File: config.mk
export PLATFORM = sky130hd
export DESIGN_NAME = adc_block_sequencer
export DESIGN_NICKNAME = d
export VERILOG_FILES = /design/src/rtl/adc_seq_pkg.sv /design/src/rtl/adc_block_sequencer.sv
export SDC_FILE = /design/constraint.sdc
export NUM_CORES = 1
export LEC_CHECK = 0
export ABC_AREA = 1
export CAP_MARGIN = 10
export CORE_ASPECT_RATIO = 1.4
export CORE_MARGIN = 2
export CORE_UTILIZATION = 54
export DETAILED_ROUTE_END_ITERATION = 8
export PLACE_DENSITY = 0.81
export SLEW_MARGIN = 20
export SYNTH_ARGS = -nofsm -noshare
export SYNTH_HDL_FRONTEND = slang
export SYNTH_SLANG_ARGS = --single-unit
File: constraint.sdc
create_clock -name clk -period 3.1 [get_ports clk]
set_input_delay 0.62 -clock clk [delete_from_list [all_inputs] [get_ports clk]]
set_output_delay 0.62 -clock clk [all_outputs]
set_load 0.01 [all_outputs]
File: src/rtl/adc_seq_pkg.sv
// State encodings shared by the block sequencer and anything decoding its state output.
// Purely declarative; no logic, no latency, no flow control.
// The encodings are visible to software through the register bank, so keep them stable.
package adc_seq_pkg;

    localparam logic [2:0] ST_IDLE_ENC = 3'd0;
    localparam logic [2:0] ST_ARM_ENC  = 3'd1;
    localparam logic [2:0] ST_RUN_ENC  = 3'd2;
    localparam logic [2:0] ST_LAST_ENC = 3'd3;
    localparam logic [2:0] ST_DONE_ENC = 3'd4;

    typedef enum logic [2:0] {
        ST_IDLE = ST_IDLE_ENC,
        ST_ARM  = ST_ARM_ENC,
        ST_RUN  = ST_RUN_ENC,
        ST_LAST = ST_LAST_ENC,
        ST_DONE = ST_DONE_ENC
    } adc_seq_state_t;

endpackage

File: src/rtl/adc_block_sequencer.sv
// Sequences block acquisitions: gates ADC ready, marks block ends, reports progress/overrun/done.
// Latency: start -> ARM next cycle, RUN one cycle after dma_ready; every output is registered.
// Backpressure: dma_ready low holds ARM; a trigger during RUN with dma_ready low sets sticky overrun.
module adc_block_sequencer
    import adc_seq_pkg::*;
#(
    parameter int CNT_WIDTH = 32
) (
    input  logic                 clk,
    input  logic                 reset,
    input  logic                 start,
    input  logic                 stop,
    input  logic                 continuous,
    input  logic [CNT_WIDTH-1:0] block_len,
    input  logic [CNT_WIDTH-1:0] num_blocks,
    input  logic                 dma_ready,
    input  logic                 trigger,
    output logic                 adc_ready,
    output logic                 adc_last,
    output logic                 restart,
    output logic [CNT_WIDTH-1:0] sample_idx,
    output logic [CNT_WIDTH-1:0] block_idx,
    output adc_seq_state_t       state,
    output logic                 block_done,
    output logic                 run_done,
    output logic                 overrun,
    output logic                 aborted
);

    localparam logic [CNT_WIDTH-1:0] ONE = CNT_WIDTH'(1);

    logic [CNT_WIDTH-1:0] len_eff;
    logic [CNT_WIDTH-1:0] nblk_eff;
    logic                 cont_lat;
    logic [CNT_WIDTH-1:0] sample_nxt;
    logic [CNT_WIDTH-1:0] block_nxt;

    assign sample_nxt = sample_idx + ONE;
    assign block_nxt  = block_idx + ONE;

    always_ff @(posedge clk) begin
        if (reset) begin
            state      <= ST_IDLE;
            adc_ready  <= 1'b0;
            adc_last   <= 1'b0;
            restart    <= 1'b0;
            sample_idx <= '0;
            block_idx  <= '0;
            block_done <= 1'b0;
            run_done   <= 1'b0;
            overrun    <= 1'b0;
            aborted    <= 1'b0;
            len_eff    <= ONE;
            nblk_eff   <= ONE;
            cont_lat   <= 1'b0;
        end else begin
            adc_last   <= 1'b0;
            restart    <= 1'b0;
            block_done <= 1'b0;
            run_done   <= 1'b0;
            case (state)
                ST_IDLE: begin
                    if (start && !stop) begin
                        // Zero lengths are normalised once here so the compare in RUN stays simple.
                        len_eff    <= (block_len == '0) ? ONE : block_len;
                        nblk_eff   <= (num_blocks == '0) ? ONE : num_blocks;
                        cont_lat   <= continuous;
                        sample_idx <= '0;
                        block_idx  <= '0;
                        overrun    <= 1'b0;
                        aborted    <= 1'b0;
                        state      <= ST_ARM;
                    end
                end
                ST_ARM: begin
                    if (stop) begin
                        aborted  <= 1'b1;
                        run_done <= 1'b1;
                        state    <= ST_DONE;
                    end else if (dma_ready) begin
                        adc_ready <= 1'b1;
                        restart   <= (block_idx != '0);
                        state     <= ST_RUN;
                    end
                end
                ST_RUN: begin
                    // stop outranks a simultaneous final trigger: the partial block is discarded.
                    if (stop) begin
                        adc_ready <= 1'b0;
                        adc_last  <= 1'b1;
                        aborted   <= 1'b1;
                        run_done  <= 1'b1;
                        state     <= ST_DONE;
                    end else if (trigger) begin
                        sample_idx <= sample_nxt;
                        if (!dma_ready) begin
                            overrun <= 1'b1;
                        end
                        if (sample_nxt == len_eff) begin
                            adc_ready  <= 1'b0;
                            adc_last   <= 1'b1;
                            block_done <= 1'b1;
                            block_idx  <= block_nxt;
                            state      <= ST_LAST;
                        end
                    end
                end
                ST_LAST: begin
                    // block_idx already counts the block that just finished.
                    if (stop) begin
                        aborted  <= 1'b1;
                        run_done <= 1'b1;
                        state    <= ST_DONE;
                    end else if (cont_lat || (block_idx < nblk_eff)) begin
                        sample_idx <= '0;
                        state      <= ST_ARM;
                    end else begin
                        run_done <= 1'b1;
                        state    <= ST_DONE;
                    end
                end
                ST_DONE: begin
                    state <= ST_IDLE;
                end
                default: begin
                    adc_ready <= 1'b0;
                    state     <= ST_IDLE;
                end
            endcase
        end
    end

endmodule
==> out/qor.yml <==
yosys:
  syn_inst: 1418
  ys_seq_area_frac: 0.317
  ys_warn_count: 0
  async_reset_ff_frac: 0
  ys_ff_latch: 139
  synthMuxAreaShare: 0
  avgSynthCellArea_um2: 6.19
  synth_top_family_by_area: "simple AND/OR/NAND/NOR gates"
  synth-compound-area-share: 0.133
  synthAdderAreaFrac: 0.0485
  synth-edff-count: 0
  synthFlopType: "dfxtp_1"
  syn_nets: 1523
  netlist_area_um2: 8780
  yosys.area_share.simple: 0.377
  ys_types: 38
  synth_xor_area_frac: 0.00955
setup_path:
  critPathSlowestCell: "dfxtp_1"
  cp_data_arrival_time_ns: 3.18
  reg2reg_slack_ns: 0.25
  crit_required_ns: 3.43
  cp-end-kind: "flip-flop"
  crit_top_cell: "nand2_1"
  crit_start: "sample_idx[11]"
  critPathMaxStageDelay_ns: 0.42
  worst_setup_path_start_kind: "flip-flop"
  regToRegStartpoint: "sample_idx[11]"
  critPathMaxFanout: 6
  worstPathCellList: "nand2_1 -> nor2_1 -> nand2_1 -> nor2_4 -> buf_4 -> nand2_1 -> nand2_1 -> nand2_1 -> nand2_1 -> nand2_1 -> nor2_1 -> nand2_1 -> nor2_1 -> nand4_1 -> nand2_1 -> nand3_1 -> nand2_1 -> nor2_1"
  crit_family: "simple AND/OR/NAND/NOR gates"
  worst-path-buf-inv: 1
  crit_type: "reg2reg"
power_and_ir_drop:
  powerDensity_nw_per_um2: 727
  p_sw_frac: 0.429
  p_int_uw: 4670
  switching_power_uw: 3500
  p_seq_frac: 0.314
  clkPwrFrac: 0.247
  vdd_ir_drop_max_mv: 0.498
  power.leakage_uw: 0.00483
  combPwrFrac: 0.439
floorplanning:
  rows: 55
  die_h_um: 155
  start_util: 0.548
  die-area_um2: 17300
  coreArea_um2: 16000
  fp.dieW_um: 112
  num_io_pins: 145
place:
  port-buffer-count: 144
  placed_area_um2: 10600
  globalplace.congestion: 1.05
  dpl.hpwl_mm: 23.3
routing:
  drt_iter0_markers: 870
  firstDrtPassIters: 6
  avgViaCountPerCell: 5.68
  ant_nets: 0
  drc: 0
  wl_met2_mm: 15.3
  vias: 10200
  wl_per_cell_um: 17.1
  maxUsedRoutingLayer: "met4"
  dr_wl_met3_mm: 2.05
  drt-met1-wl_mm: 10.9
  wl_mm: 30.7
clock_tree:
  clk-insertion-delay-late_ns: 0.44
  hold_buffers: 0
  cts.sinks: 139
  path_clk_slew_ns: 0.07
  clockBufferDepth: 2
  cts_root_buf: "clkbuf_16"
  cts_buffers: 17
  h-tree-depth: 4
  cts_tree: "built"
final_layout:
  syn2layout_area_growth_pct: 28.0
  antenna_cells: 0
  final_common_cell: "nand2_1"
  nets: 1685
  drive_gt1_frac: 0.0665
  final_area_um2: 11200
  fin_util: 0.701
  mostFrequentLayoutCells: "nand2_1, inv_1, nor2_1"
timing:
  setup_tns_ns: 0
  slew_violations: 0
  fin_skew_ns: 0.0124
  holdWs_ns: 0.481
  rsz0062_at_grt: "no"
  hold_violations: 0
  fin_crit_ns: 2.85
  slew_headroom: 0.500
  period_share: 0.919
  setup_viol: 0
  tightest_slew_ns: 0.748
  fmax_ghz: 0.351
hold_path:
  hold_path_startpoint: "aborted"
  hp-class: "reg2reg"
global_routing:
  antenna_found_initial: 0
  grt_pass1_vias: 9648
  overflow: 0
  grt_pass1_wl_mm: 48.0
  grt_max_degree: 68
  grt_util_all_layers: 0.353
status:
  status: "complete, no violations"
run:
  maxCapViolCount: 0
## Yosys cell counts (all sizes together) (15+ instances only)
master | n | share of area
dfxtp | 139 | 0.32
a21oi | 106 | 0.060
o21ai | 31 | 0.019
nand3 | 136 | 0.078
clkbuf | 33 | 0.014
ha | 34 | 0.048
nand2 | 361 | 0.16
nor4 | 28 | 0.020
nor2 | 188 | 0.088
nand4 | 19 | 0.014
o22ai | 59 | 0.042
nor3 | 15 | 0.0086
inv | 221 | 0.094
## final cells by class
cell class,count,area (µm²)
clock buffers,17,425
well taps,199,249
multi-input cells,1015,5020
fillers,1427,4800
inverters,221,830
repair buffers,186,1790
clock inverters,15,141
flip-flops and latches,139,2790
## what timing repair did
| item | CTS | global route |
|---|---|---|
| setup buffers | 0 | 5 |
| resized for setup | 0 | 8 |
| setup endpoints to repair | 0 | 17 |
## flip-flops by register name, summed over array words and instances, names as in the netlist
register    count
run_done        1
block_idx      32
overrun         1
adc_ready       1
block_done      1
restart         1
state           3
aborted         1
cont_lat        1
sample_idx     32
nblk_eff       32
len_eff        32
adc_last        1
## power by group through the flow
stage,combinational [µW],clock (µW),sequential (µW)
2_1_floorplan,1980,0,2590
3_3_place_gp,3430,0,2580
3_5_place_dp,3500,0,2580
4_1_cts,3530,2030,2550
5_1_grt,3970,2090,2580
6_report,3580,2020,2570
## per-layer routing
metal  global-route usage  up-vias
li1                     -     4955
met1                0.372     4593
met2                0.627      477
met3               0.0569      152
met4                0.269        0
met5                    0        -
## final timing paths
check                                  to  cells past startpoint
worst max-delay path            adc_ready                     18
worst min register to register    aborted                      2
worst max register to register  adc_ready                     18
worst min-delay path              aborted                      2
## per-stage QoR
step / power (µW) / setup slack (ns) / instances
after floorplan: 4580 / 0.662 / 1418
after global placement: 6010 / 0.241 / 1755
after detailed placement: 6090 / 0.194 / 1755
after CTS: 8110 / 0.277 / 1787
after global routing: 8650 / 0.0261 / 1792
final: 8170 / 0.250 / 1792
## logic make-up after synthesis
| family | after synthesis |
|---|---|
| XOR/XNOR | 8 |
| AO/OA/AOI/OAI | 209 |
| buffers and inverters | 264 |
| AND/OR/NAND/NOR | 764 |
| flip-flops | 139 |
| adder cells (fa/ha/maj) | 34 |
## worst register-to-register path: stages (launching register included)
cell and delay [ns]:
dfxtp_1 0.42, nand2_1 0.13, nor2_1 0.23, nand2_1 0.23, nor2_4 0.25, buf_4 0.15
nand2_1 0.05, nand2_1 0.08, nand2_1 0.07, nand2_1 0.06, nand2_1 0.13, nor2_1 0.13
nand2_1 0.06, nor2_1 0.16, nand4_1 0.18, nand2_1 0.19, nand3_1 0.09, nand2_1 0.08
nor2_1 0.04
Note: power is estimated with default switching activity, not from simulation.
